==> src/rtl/wb_regfile.sv <==
// Write-back register file: one write port, two combinational read ports with same-cycle
// write-to-read bypass, and a post-reset sequencer that zeroes every entry before rf_ready.
module wb_regfile #(
    parameter int unsigned DW   = 32,
    parameter int unsigned AW   = 5,
    parameter int unsigned NREG = 32
) (
    input  logic          clk,
    input  logic          rst_,
    input  logic [AW-1:0] wb_i_waddr,
    input  logic          wb_i_wreg,
    input  logic [DW-1:0] wb_i_wdata,
    input  logic          re1,
    input  logic [AW-1:0] raddr1,
    output logic [DW-1:0] rdata1,
    input  logic          re2,
    input  logic [AW-1:0] raddr2,
    output logic [DW-1:0] rdata2,
    output logic          rf_ready
);

    typedef enum logic {StInit, StRun} state_e;

    state_e        state_q;
    logic [AW-1:0] clr_cnt_q;
    logic          rf_ready_q;
    logic [DW-1:0] mem_q [NREG];

    always_ff @(posedge clk) begin
        if (rst_) begin
            state_q    <= StInit;
            clr_cnt_q  <= '0;
            rf_ready_q <= 1'b0;
        end else begin
            unique case (state_q)
                StInit: begin
                    // Write port is ignored while the clear sweep runs.
                    mem_q[clr_cnt_q] <= '0;
                    clr_cnt_q        <= clr_cnt_q + 1'b1;
                    if (clr_cnt_q == AW'(NREG - 1)) begin
                        state_q    <= StRun;
                        rf_ready_q <= 1'b1;
                    end
                end
                StRun: begin
                    if (wb_i_wreg && (wb_i_waddr != '0)) begin
                        mem_q[wb_i_waddr] <= wb_i_wdata;
                    end
                end
                default: begin
                    state_q    <= StInit;
                    clr_cnt_q  <= '0;
                    rf_ready_q <= 1'b0;
                end
            endcase
        end
    end

    // Register 0 and idle ports read zero before the bypass is considered.
    always_comb begin
        rdata1 = mem_q[raddr1];
        if (!rf_ready_q || !re1 || (raddr1 == '0)) begin
            rdata1 = '0;
        end else if (wb_i_wreg && (wb_i_waddr == raddr1)) begin
            rdata1 = wb_i_wdata;
        end
    end

    always_comb begin
        rdata2 = mem_q[raddr2];
        if (!rf_ready_q || !re2 || (raddr2 == '0)) begin
            rdata2 = '0;
        end else if (wb_i_wreg && (wb_i_waddr == raddr2)) begin
            rdata2 = wb_i_wdata;
        end
    end

    assign rf_ready = rf_ready_q;

endmodule

==> config.mk <==
export PLATFORM = sky130hd
export DESIGN_NAME = wb_regfile
export DESIGN_NICKNAME = d
export VERILOG_FILES = /design/src/rtl/wb_regfile.sv
export SDC_FILE = /design/constraint.sdc
export NUM_CORES = 1
export LEC_CHECK = 0
export ABC_AREA = 0
export ABC_CLOCK_PERIOD_IN_PS = 6000
export CAP_MARGIN = 20
export CORE_ASPECT_RATIO = 0.7
export CORE_MARGIN = 10
export CORE_UTILIZATION = 36
export CTS_CLUSTER_DIAMETER = 50
export DETAILED_ROUTE_END_ITERATION = 10
export PLACE_DENSITY = 0.47
export SLEW_MARGIN = 20
export SYNTH_ARGS = -nofsm -noshare
export SYNTH_HDL_FRONTEND = slang
export SYNTH_SLANG_ARGS = --single-unit
export TNS_END_PERCENT = 100
==> constraint.sdc <==
create_clock -name clk -period 6 [get_ports clk]
set_clock_uncertainty 0.05 [all_clocks]
set_input_delay 1.2 -clock clk [delete_from_list [all_inputs] [get_ports clk]]
set_output_delay 1.2 -clock clk [all_outputs]
set_load 0.05 [all_outputs]
# Word level (Yosys, flattened, before mapping)
# Memory sizes are Yosys's and may differ from the RTL's.
# Index checks and enable logic that the tools add are counted.
# totals
reg_bits	7
ramBits	1024
in_bits	52
out_inout_bits	65
word_cells	40
mem_count	1
# mem_list
name	words	word_bits	rd	rd_clocked_by_memory_dff	wr	line	rtl
mem_q	32	32	2	0	1	27	logic [DW-1:0] mem_q [NREG];
# op_classes
add_sub_neg	1
eq_ne	3
n_mux	16
bitwise	1
reduce_logical	15
# ops
cell	count
$mux 32	5
$reduce_or 32->1	1
$eq 5x5->1	2
$logic_not 5->1	2
$mux 1	10
$add 5x1->5 const B	1
$eq 5x5->1 const B	1
$mux 5	1
$reduce_bool 5->1	1
$logic_or 1x1->1	4
$logic_and 1x1->1	3
$logic_not 1->1	3
$reduce_and 2->1	1
$not 1->1	1

# Longest topological paths before layout
# depth
word_depth	8
depth_mapped	10
depth_no_buf	5

# Worst setup path before layout
# Ideal clock, no wire load.
# synth_path
kind	input to output
start	in raddr2[0]
end	out rdata2[7]
arrival_time_ns	3.913
t_required_ns	4.750
path_slack_ns	0.837
stages	8
path_buffers	4
cell_sequence	buf_4 > buf_6 > buf_6 > buf_6 > mux2i_1 > a22oi_1 > a311oi_1 > o41ai_1
# synth_between
elab_chain_len	4
elab_cells_between_ends	7
cone_classes	eq/ne (1); mux (2); reduce/logical (3); memory (1)
# synth_lines
item	line	rtl
start: declaration	17	input logic [AW-1:0] raddr2,
parallel branches: the longest is 3 deep, another holds $mem_v2 32x32	n/a	
$mux 32 *	71	if (!rf_ready_q || !re2 || (raddr2 == '0)) begin
end: declaration	18	output logic [DW-1:0] rdata2,
# Mark *: on every way between the ends.

# Final worst setup path
# layout_path
start	in raddr2[0]
end	out rdata2[20]
# The elaborated chain is that of the path after synthesis.

==> flow_summary.yaml <==
status:
  status: "finished clean"
global_routing:
  busiest_layer: "met1"
  grt_overflow: 0
  grt_pass1_wl_um: 256000
  met1_usage: 0.359
  antenna_found_initial: 10
  grt_max_degree: 84
  met2_usage: 0.343
  grt_pass1_vias: 31200
  globalRouteTotalUtil: 0.242
  met3_usage: 0.0726
sta:
  tightestPinTransition_ns: 1.18
  rsz0062_at_grt: "false"
  post-route-period-util: 0.898
  hold_viol_final: 0
  setup_viol: 0
  fin_hold_ws_ns: 0.586
  slew_violations: 0
  timing.fmax_ghz: 0.186
  max_slew_margin: 0.203
  post-route-min-period_ns: 5.39
  tns_ns: 0
critical_path:
  cp_common_cell: "buf_4"
  worstPathMaxFanout: 47
  critical_path_class: "in -> out"
  critPathMaxStageDelay_ns: 0.59
  crit_slowest_cell: "mux4_2"
  path_buf_inv: 4
  ff2ff_path_depth: 6
  end_kind: "primary output"
  cp.arrival_ns: 4.14
  cp.required_ns: 4.75
  crit_family: "buffers and inverters"
  worstPathCellList: "buf_8 -> buf_4 -> mux4_2 -> mux2i_1 -> nor2_1 -> a311oi_1 -> o41ai_1 -> buf_4 -> buf_12"
  path_depth: 9
  startpoint_type: "primary input"
floorplan:
  rows: 113
  die_y_um: 328
  die-area_um2: 151000
  start_util: 0.361
  fp.dieW_um: 460
  core-area_um2: 135000
  io_pins: 117
logic_synthesis:
  synth_area_leader_cell: "edfxtp_1"
  synthCells: 2788
  syn_nets: 2842
  syn_avg_cell_area_um2: 17.5
  seq_area_frac_synth: 0.632
  ys_types: 60
  yosysTopAreaCellShare: 0.629
  synth-edff-count: 1024
  async_flop_share: 0
  synthFlopType: "edfxtp_1"
  yosys-top-cells-area: "edfxtp_1, mux4_2, mux2i_1"
  synth-seq-cells: 1031
  yosys_warnings: 0
  synth_area_um2: 48900
clocking:
  path_clk_slew_ns: 0.06
  clock_path_buffers: 3
  cts_hold_buf: 0
  ctsResizeCount: 0
  h-tree-depth: 3
  cts_setup_buffers: 0
  cts_buffers: 113
  clock_latency_ns: 0.71
  cts.sinks: 1031
  cts_tree: "built"
  root_buffer: "clkbuf_16"
run:
  maxCapViolCount: 0
min_path:
  holdPathStages: 2
  hp-class: "reg -> reg"
power_and_ir_drop:
  switching_share: 0.235
  intPower_uw: 12300
  p_clk_frac: 0.437
  vdd_drop_max_uv: 209
  p_comb_frac: 0.071
  power_leakage_uw: 0.0171
  p_sw_uw: 3770
  p_total_uw: 16000
  power.density_nw_per_um2: 279
  p_seq_frac: 0.492
layout:
  drive_above_1_share: 0.275
  areaGrowthSynthToFinish_pct: 17.5
  final_nets: 3012
  design_area_um2: 57500
place:
  placed_area_um2: 53800
  io_buffers: 116
  hpwl_um: 111000
  finalWeightedCongestion: 0.840
detailed_routing:
  via_count: 30900
  firstDrtPassIters: 7
  drtIter0Drc: 4325
  ant_nets: 0
  wire_per_inst_um: 38.5
  wl_um: 186000
  drc_errors: 0
  vias_per_cell: 6.39
## cells in the mapped netlist (10+ instances only)
library cell,number
nor2b_1,18
clkbuf_1,87
buf_6,19
a21oi_1,81
o21ai_0,10
buf_4,38
o22ai_1,49
nand3_1,23
nand2b_1,33
xnor2_1,11
a22oi_1,157
nand2_1,44
o211ai_1,31
and2_1,38
a22o_1,28
o221ai_1,32
mux4_2,337
buf_2,80
a211oi_1,36
a32o_1,22
nor2_1,89
mux2i_1,381
edfxtp_1,1024
## power groups by stage
stage               clock (µW)  sequential, µW  combinational, µW
floorplan                    0            8020                658
global placement             0            8030               1130
detailed placement           0            8030               1130
CTS                       7100            7880               1130
global route              7420            7880               1180
finish                    7000            7880               1140
## sequential cells by signal (all words and copies together), names as in the netlist
| name | count |
|---|---|
| mem_q | 1024 |
| clr_cnt_q | 5 |
| rf_ready | 1 |
| state_q | 1 |
## path summary, 6_finish.rpt
| path | slack (ns) | startpoint | to |
|---|---|---|---|
| min reg2reg | 0.59 | clr_cnt_q[0] | clr_cnt_q[0] |
| max | 0.61 | raddr2[0] | rdata2[20] |
| max reg2reg | 2.09 | state_q | mem_q[15][13] |
| min | 0.59 | clr_cnt_q[0] | clr_cnt_q[0] |
## cell type report
class	instances	area [µm²]
sequential	1031	30900
clock buffer	132	2940
tap	1782	2230
clock inverter	72	714
timing repair buffer	290	3570
antenna	1	2.50
inverter	6	22.5
fill	11800	77900
multi-input combinational	1516	17100
## logic make-up after synthesis
kind of cell | Yosys count | share of synthesized area
buf+inv | 241 | 0.0268
xor+xnor | 13 | 0.00233
compound gates | 496 | 0.0738
fa+ha+maj | 2 | 0.000512
flops | 1031 | 0.632
simple gates | 277 | 0.0288
mux | 728 | 0.236
## tightest hold or removal path, stage by stage, from the launching register on
cell and delay, ns:
dfxtp_1 0.38, xor2_1 0.16, nor2_1 0.05
## per-stage QoR
step | utilization | worst slack [ns] | std cells
5_1_grt | 0.425 | 0.605 | 4829
2_1_floorplan | - | 0.837 | 2788
6_report | 0.425 | 0.614 | 4830
3_5_place_dp | 0.397 | 0.690 | 4625
3_3_place_gp | 0.397 | 0.690 | 4625
4_1_cts | 0.424 | 0.664 | 4829
## layer usage
metal | routed length, µm | part of all wire
met5 | 55 | 0.00030
met4 | 5260 | 0.028
met3 | 19900 | 0.11
met2 | 78100 | 0.42
met1 | 82400 | 0.44
## placed cells by master (no fill, tap or decap), types with 6 or more instances in the layout
| master | count |
|---|---|
| clkinv_2 | 15 |
| clkbuf_1 | 17 |
| o22ai_1 | 49 |
| nand3_1 | 23 |
| and2_1 | 18 |
| o221ai_1 | 32 |
| buf_12 | 101 |
| bufinv_16 | 11 |
| mux2i_1 | 381 |
| mux4_2 | 337 |
| o41ai_1 | 9 |
| xnor2_1 | 11 |
| a22o_1 | 28 |
| o211ai_1 | 31 |
| a311oi_1 | 9 |
| clkbuf_16 | 115 |
| nor2_1 | 55 |
| edfxtp_1 | 1024 |
| nand2_1 | 44 |
| clkinv_1 | 17 |
| dfxtp_1 | 7 |
| mux2_2 | 9 |
| a211oi_1 | 36 |
| and2_2 | 20 |
| clkdlybuf4s50_1 | 42 |
| nor2_4 | 35 |
| clkinv_4 | 6 |
| a32o_1 | 22 |
| inv_6 | 13 |
| nand2b_1 | 33 |
| a21oi_1 | 80 |
| inv_1 | 6 |
| o21ai_0 | 10 |
| clkinvlp_4 | 9 |
| nor2b_1 | 10 |
| buf_4 | 140 |
| a22oi_1 | 157 |
No activity file was read; power rests on OpenSTA's default activity.
